`src/rtl/tinyalu_pkg.sv`:
```
// Shared types and constants for the tinyalu arbiter and its helpers.
// Opcode and FSM encodings, plus operand/result widths.
package tinyalu_pkg;

  localparam int OPW = 3;
  localparam int DW  = 8;
  localparam int RW  = 16;

  typedef enum logic [OPW-1:0] {
    OP_NOP = 3'd0,
    OP_ADD = 3'd1,
    OP_AND = 3'd2,
    OP_XOR = 3'd3,
    OP_MUL = 3'd4
  } op_e;

  typedef enum logic [1:0] {
    S_IDLE,
    S_ISSUE,
    S_RESP
  } state_e;

  // True for opcodes that actually need the ALU; NOP and 5-7 are answered locally.
  function automatic logic op_starts_alu(input logic [OPW-1:0] op);
    return (op >= OP_ADD) && (op <= OP_MUL);
  endfunction

endpackage

```
`src/rtl/rr_arbiter.sv`:
```
// Combinational round-robin picker: first asserted request strictly after ptr,
// wrapping modulo NREQ. Produces a one-hot grant and its binary index.
module rr_arbiter #(
  parameter int NREQ = 4,
  parameter int IDW  = 2
) (
  input  logic [NREQ-1:0] req,
  input  logic [IDW-1:0]  ptr,
  output logic [NREQ-1:0] grant,
  output logic [IDW-1:0]  idx,
  output logic            any
);

  function automatic int wrap_idx(input int p, input int k);
    return (p + k) % NREQ;
  endfunction

  always_comb begin
    grant = '0;
    idx   = '0;
    any   = 1'b0;
    for (int k = 1; k <= NREQ; k++) begin
      if (!any && req[wrap_idx(int'(ptr), k)]) begin
        grant[wrap_idx(int'(ptr), k)] = 1'b1;
        idx = IDW'(wrap_idx(int'(ptr), k));
        any = 1'b1;
      end
    end
  end

endmodule

```
`src/rtl/tinyalu_arbiter.sv`:
```
// Shares a single tinyalu between NREQ requesters: round-robin grant, ALU
// start/done handshake with a watchdog, and one tagged response channel.
module tinyalu_arbiter
  import tinyalu_pkg::*;
#(
  parameter int NREQ    = 4,
  parameter int IDW     = 2,
  parameter int TIMEOUT = 16
) (
  input  logic              clk,
  input  logic              reset_n,
  input  logic [NREQ-1:0]   req_valid,
  output logic [NREQ-1:0]   req_ready,
  input  logic [NREQ*DW-1:0]  req_a,
  input  logic [NREQ*DW-1:0]  req_b,
  input  logic [NREQ*OPW-1:0] req_op,
  output logic              resp_valid,
  input  logic              resp_ready,
  output logic [IDW-1:0]    resp_id,
  output logic [RW-1:0]     resp_result,
  output logic              resp_err,
  output logic [DW-1:0]     alu_a,
  output logic [DW-1:0]     alu_b,
  output logic [OPW-1:0]    alu_op,
  output logic              alu_start,
  input  logic              alu_done,
  input  logic [RW-1:0]     alu_result,
  output logic              busy
);

  localparam int CW = (TIMEOUT > 2) ? $clog2(TIMEOUT) : 1;

  state_e           state;
  logic [IDW-1:0]   rr_ptr;
  logic [CW-1:0]    wdog;
  logic [NREQ-1:0]  grant;
  logic [IDW-1:0]   grant_idx;
  logic             any_req;
  logic [DW-1:0]    sel_a;
  logic [DW-1:0]    sel_b;
  logic [OPW-1:0]   sel_op;

  rr_arbiter #(
    .NREQ (NREQ),
    .IDW  (IDW)
  ) u_rr (
    .req   (req_valid),
    .ptr   (rr_ptr),
    .grant (grant),
    .idx   (grant_idx),
    .any   (any_req)
  );

  always_comb begin
    sel_a  = '0;
    sel_b  = '0;
    sel_op = '0;
    for (int i = 0; i < NREQ; i++) begin
      if (grant[i]) begin
        sel_a  = req_a[i*DW +: DW];
        sel_b  = req_b[i*DW +: DW];
        sel_op = req_op[i*OPW +: OPW];
      end
    end
  end

  // Ready is held low during reset so no handshake can complete while the FSM is being cleared.
  assign req_ready = (state == S_IDLE && reset_n) ? grant : '0;
  assign busy      = (state != S_IDLE);

  always_ff @(posedge clk) begin
    if (!reset_n) begin
      state       <= S_IDLE;
      rr_ptr      <= IDW'(NREQ - 1);
      wdog        <= '0;
      alu_a       <= '0;
      alu_b       <= '0;
      alu_op      <= '0;
      alu_start   <= 1'b0;
      resp_valid  <= 1'b0;
      resp_id     <= '0;
      resp_result <= '0;
      resp_err    <= 1'b0;
    end else begin
      case (state)
        S_IDLE: begin
          if (any_req) begin
            alu_a       <= sel_a;
            alu_b       <= sel_b;
            alu_op      <= sel_op;
            resp_id     <= grant_idx;
            rr_ptr      <= grant_idx;
            wdog        <= '0;
            resp_result <= '0;
            resp_err    <= 1'b0;
            if (op_starts_alu(sel_op)) begin
              alu_start <= 1'b1;
              state     <= S_ISSUE;
            end else begin
              resp_valid <= 1'b1;
              resp_err   <= (sel_op != OP_NOP);
              state      <= S_RESP;
            end
          end
        end
        S_ISSUE: begin
          // done is checked first so it wins over a coincident timeout
          if (alu_done) begin
            alu_start   <= 1'b0;
            resp_result <= alu_result;
            resp_err    <= 1'b0;
            resp_valid  <= 1'b1;
            state       <= S_RESP;
          end else if (wdog == CW'(TIMEOUT - 1)) begin
            alu_start   <= 1'b0;
            resp_result <= '0;
            resp_err    <= 1'b1;
            resp_valid  <= 1'b1;
            state       <= S_RESP;
          end else begin
            wdog <= wdog + CW'(1);
          end
        end
        S_RESP: begin
          if (resp_ready) begin
            resp_valid <= 1'b0;
            state      <= S_IDLE;
          end
        end
        default: state <= S_IDLE;
      endcase
    end
  end

endmodule

```
`config.mk`:
```
export PLATFORM = sky130hd
export DESIGN_NAME = tinyalu_arbiter
export DESIGN_NICKNAME = d
export VERILOG_FILES = /design/src/rtl/tinyalu_pkg.sv /design/src/rtl/rr_arbiter.sv /design/src/rtl/tinyalu_arbiter.sv
export SDC_FILE = /design/constraint.sdc
export NUM_CORES = 1
export LEC_CHECK = 0
export ABC_AREA = 1
export BUFFER_PORTS_ARGS = -buffer_cell sky130_fd_sc_hd__buf_2
export CAP_MARGIN = 20
export CORE_ASPECT_RATIO = 0.5
export CORE_MARGIN = 2
export CORE_UTILIZATION = 38
export DETAILED_ROUTE_END_ITERATION = 16
export GPL_TIMING_DRIVEN = 0
export PLACE_DENSITY_LB_ADDON = 0.3
export SYNTH_ARGS = -nofsm -noshare
export SYNTH_HDL_FRONTEND = slang
export SYNTH_HIERARCHICAL = 1
export SYNTH_SLANG_ARGS = --single-unit
```
`constraint.sdc`:
```
create_clock -name clk -period 3.12 [get_ports clk]
set_clock_uncertainty 0.1 [all_clocks]
set_input_delay 0 -clock clk [delete_from_list [all_inputs] [get_ports clk]]
set_output_delay 0 -clock clk [all_outputs]
set_load 0.01 [all_outputs]
```
==> run_results.csv <==
group,metric,value,unit
clock_network,longest_clk_path_bufs,2,
clock_network,max_h_tree_level,2,
timing,fin_crit_sh,91.7,%
synthesis,netlist.top_cell.by_area,"dfxtp_1",
critical_path,worst_ep_arrival_time,2.92,ns
floorplanning,width_of_the_die,131,um
floorplanning,starting_density_of_the_core,38.8,%
layout,layout_common_cells,"buf_2, nand2_1, a21oi_1",
synthesis,synth_top_cells_by_area,"dfxtp_1, nand2_1, a21oi_1",
timing,report.final.setup_viol,0,
synthesis,yosys_most_used_dff,"dfxtp_1",
route,post-route-drc-count,0,
timing,timing.slew.headroom,55.6,%
critical_path,critPathLaunchType,"flip-flop",
route,routed_via_density,4.94,
critical_path,crit_path_max_fanout,10,
layout,area_growth,45.4,%
synthesis,synth_fp_nets,531,
timing,worst-slew-pin-transition,0.666,ns
synthesis,yosys.cell_types.count,34,
synthesis,synth.avg_cell_area,7.28,sq um
layout,layout.core_utilization,56.4,%
clock_network,tritoncts,"done",
power_and_ir_drop,power.density,1070,nW/um^2
synthesis,synth_top_area_share,31.3,%
grt,antenna_found_initial,0,
power_and_ir_drop,vdd.ir_drop.worst,0.393,mV
timing,timing_max_transition_violations_final,0,
layout,most_common_cell_after_layout_fill_and_taps_aside,"buf_2",
clock_network,clk_latency,0.29,ns
grt,grt_pass1_vias,3302,
route,firstDrtPassIters,4,
floorplanning,top_level_ports,145,
timing,max_freq,349,MHz
critical_path,crit-reg2reg-capture,"alu_start$_SDFFE_PN0P_",
synthesis,synth.yosys.seq_area_share,31.3,%
critical_path,setup.worst_path.end_class,"flip-flop",
placement,io_buffers,143,
grt,grt_pass1_wl,15.2,mm
timing,time_the_final_worst_path_needs_with_i_o_delays_and_setup,2.86,ns
route,antenna_left,0,
layout,final_layout_size_suffix_gt1_share,41.6,%
synthesis,synthArstFlopShare,0,%
critical_path,worst_setup_path_endpoint,"alu_start$_SDFFE_PN0P_",
synthesis,synth-edff-count,0,
critical_path,worst_reg2reg_setup_slack,0.26,ns
placement,finalWeightedCongestion,0.879,
timing,final.hold.worst_slack,0.00259,ns
grt,grt_start_max_net_pins,15,
clock_network,cts-buffers-inserted,5,
clock_network,clk_pin_slew,0.06,ns
route,dr.first_iter.drc_count,182,
placement,place_ws,-0.169,ns
route,vias,3573,
clock_network,numClockSinks,48,
timing,setup_slack,0.257,ns
floorplanning,design.die.area,8860,sq um
critical_path,cp.required,3.18,ns
layout,diodes,0,
route,route.detailed.wl_per_inst,13.3,um
synthesis,synth.cell_area,3070,sq um
synthesis,synth_cells,422,
floorplanning,core.rowCount,23,
min_path,worstHoldPathType,"primary input to flip-flop",
timing,fin_setup_tns,0,ns
layout,nets_final,719,
job,max_cap_violations,0,
clock_network,clock-root-buffer,"clkbuf_16",
power_and_ir_drop,fin_total_pwr,4.78,mW
critical_path,crit_type,"flip-flop to flip-flop",
synthesis,ys_warn_count,6,
route,routed_wirelength,9.63,mm
critical_path,worst_r2r_startpoint,"rr_ptr[1]$_SDFFE_PN1P_",
status,status,"finished, final reports clean",
synthesis,yosys_register_bits,48,
placement,dp.final_hpwl,7.06,mm
critical_path,worst_setup_path_startpoint,"rr_ptr[1]$_SDFFE_PN1P_",
grt,grt.total_usage,21.1,%
timing,timing.final.hold_violations,0,
floorplanning,die_h,67.6,um
grt,grt-ovfl-total,0,
critical_path,reg2regPathDepth,21,
floorplanning,coreArea,7910,sq um
power_and_ir_drop,lkg_pwr,2.14,nW
==> registers in the layout, indices dropped and copies added, names as in the netlist, 2 cells and up <==
| name | cells |
|---|---|
| resp_result | 16 |
| alu_a | 8 |
| alu_b | 8 |
| wdog | 4 |
| alu_op | 3 |
| resp_id | 2 |
| rr_ptr | 2 |
| state | 2 |
==> critical path: stages, from the launching register on <==
cell        delay [ns]
dfxtp_4           0.39
clkinvlp_4        0.16
ha_4              0.32
inv_2             0.06
nand3_4           0.11
nand2_4           0.08
nor2_4            0.13
buf_6             0.14
nand4_1           0.09
nand3_2           0.09
inv_2             0.04
buf_4             0.16
nand3_1           0.07
nand2_1           0.08
a21oi_2           0.21
nand2_1           0.11
nand2_1           0.09
nand2_1           0.07
nand2_2           0.07
nand2_1           0.05
nand2_1           0.07
a21oi_2           0.04
==> final cells by class <==
class	count	area (sq um)
buffer	24	151
inverter	26	111
multi-input combinational	323	1860
fill	748	3450
tap	112	140
clock buffer	7	143
sequential	48	968
clock inverter	1	7.51
timing repair buffer	182	1080
==> power by group <==
part / internal [mW] / switching (mW) / leakage, nW / total [mW]
Sequential: 0.764 / 0.0982 / 0.393 / 0.862
Clock: 0.320 / 0.236 / 0.0701 / 0.556
Combinational: 1.29 / 2.08 / 1.67 / 3.37
Total: 2.37 / 2.41 / 2.14 / 4.78
==> cell usage after synthesis (2+ instances only) <==
cell       n
a21boi_2   2
nor2_1    16
nand4_1    6
a21oi_2   15
nor2_2     4
clkbuf_1   8
ha_1       9
a31o_1     2
o21ai_0   36
a21oi_1   56
inv_1     15
buf_4      3
nand2_4    3
inv_2      9
nor2_4     5
dfxtp_1   48
a21boi_0   4
buf_2      8
nand2_1   76
nand2_2   15
nand3_1   51
nand3_4    3
a31o_2    14
buf_6      4
==> layer usage <==
| metal | share of wire (%) | global-route usage [%] |
|---|---|---|
| met2 | 48 | 39.1 |
| met4 | 0.35 | 2.45 |
| met3 | 6.3 | 4.73 |
| met5 | 0 | 0 |
| met1 | 45 | 26.5 |
==> per-stage QoR <==
step / instance area (sq um) / instances
3_5_place_dp: 3930 / 677
5_1_grt: 4460 / 723
6_report: 4460 / 723
4_1_cts: 4380 / 715
2_1_floorplan: 3070 / 422
3_3_place_gp: 3930 / 677
==> logic make-up after synthesis <==
kind of cell	Yosys count	share of synthesized area, %
buffers and inverters	51	8.76
AOI/OAI and AO/OA	132	26.2
and+or+nand+nor	182	30.0
DFF	48	31.3
adders and majority gates	9	3.67
==> timing repair <==
action	4_1_cts	5_1_grt
hold endpoints to repair	30	0
resized for setup	5	5
endpoints found under the setup margin	19	21
hold buffers	30	0
pin swaps	0	1
buffers inserted	0	9
==> worst min path at each step <==
stage	from	end	slack, ns	cells past startpoint
final	req_b[31]	alu_b[7]$_SDFFE_PN0P_	0.003	4
after global routing	reset_n	alu_b[3]$_SDFFE_PN0P_	0.02	2
after CTS	req_b[31]	alu_b[7]$_SDFFE_PN0P_	0.0003	4
after detailed placement	alu_result[15]	resp_result[15]$_SDFFE_PN0P_	0.16	3
after global placement	alu_result[8]	resp_result[8]$_SDFFE_PN0P_	0.16	3
after floorplan	alu_result[15]	resp_result[15]$_SDFFE_PN0P_	0.05	2
Note: power is estimated with default switching activity, not from simulation.
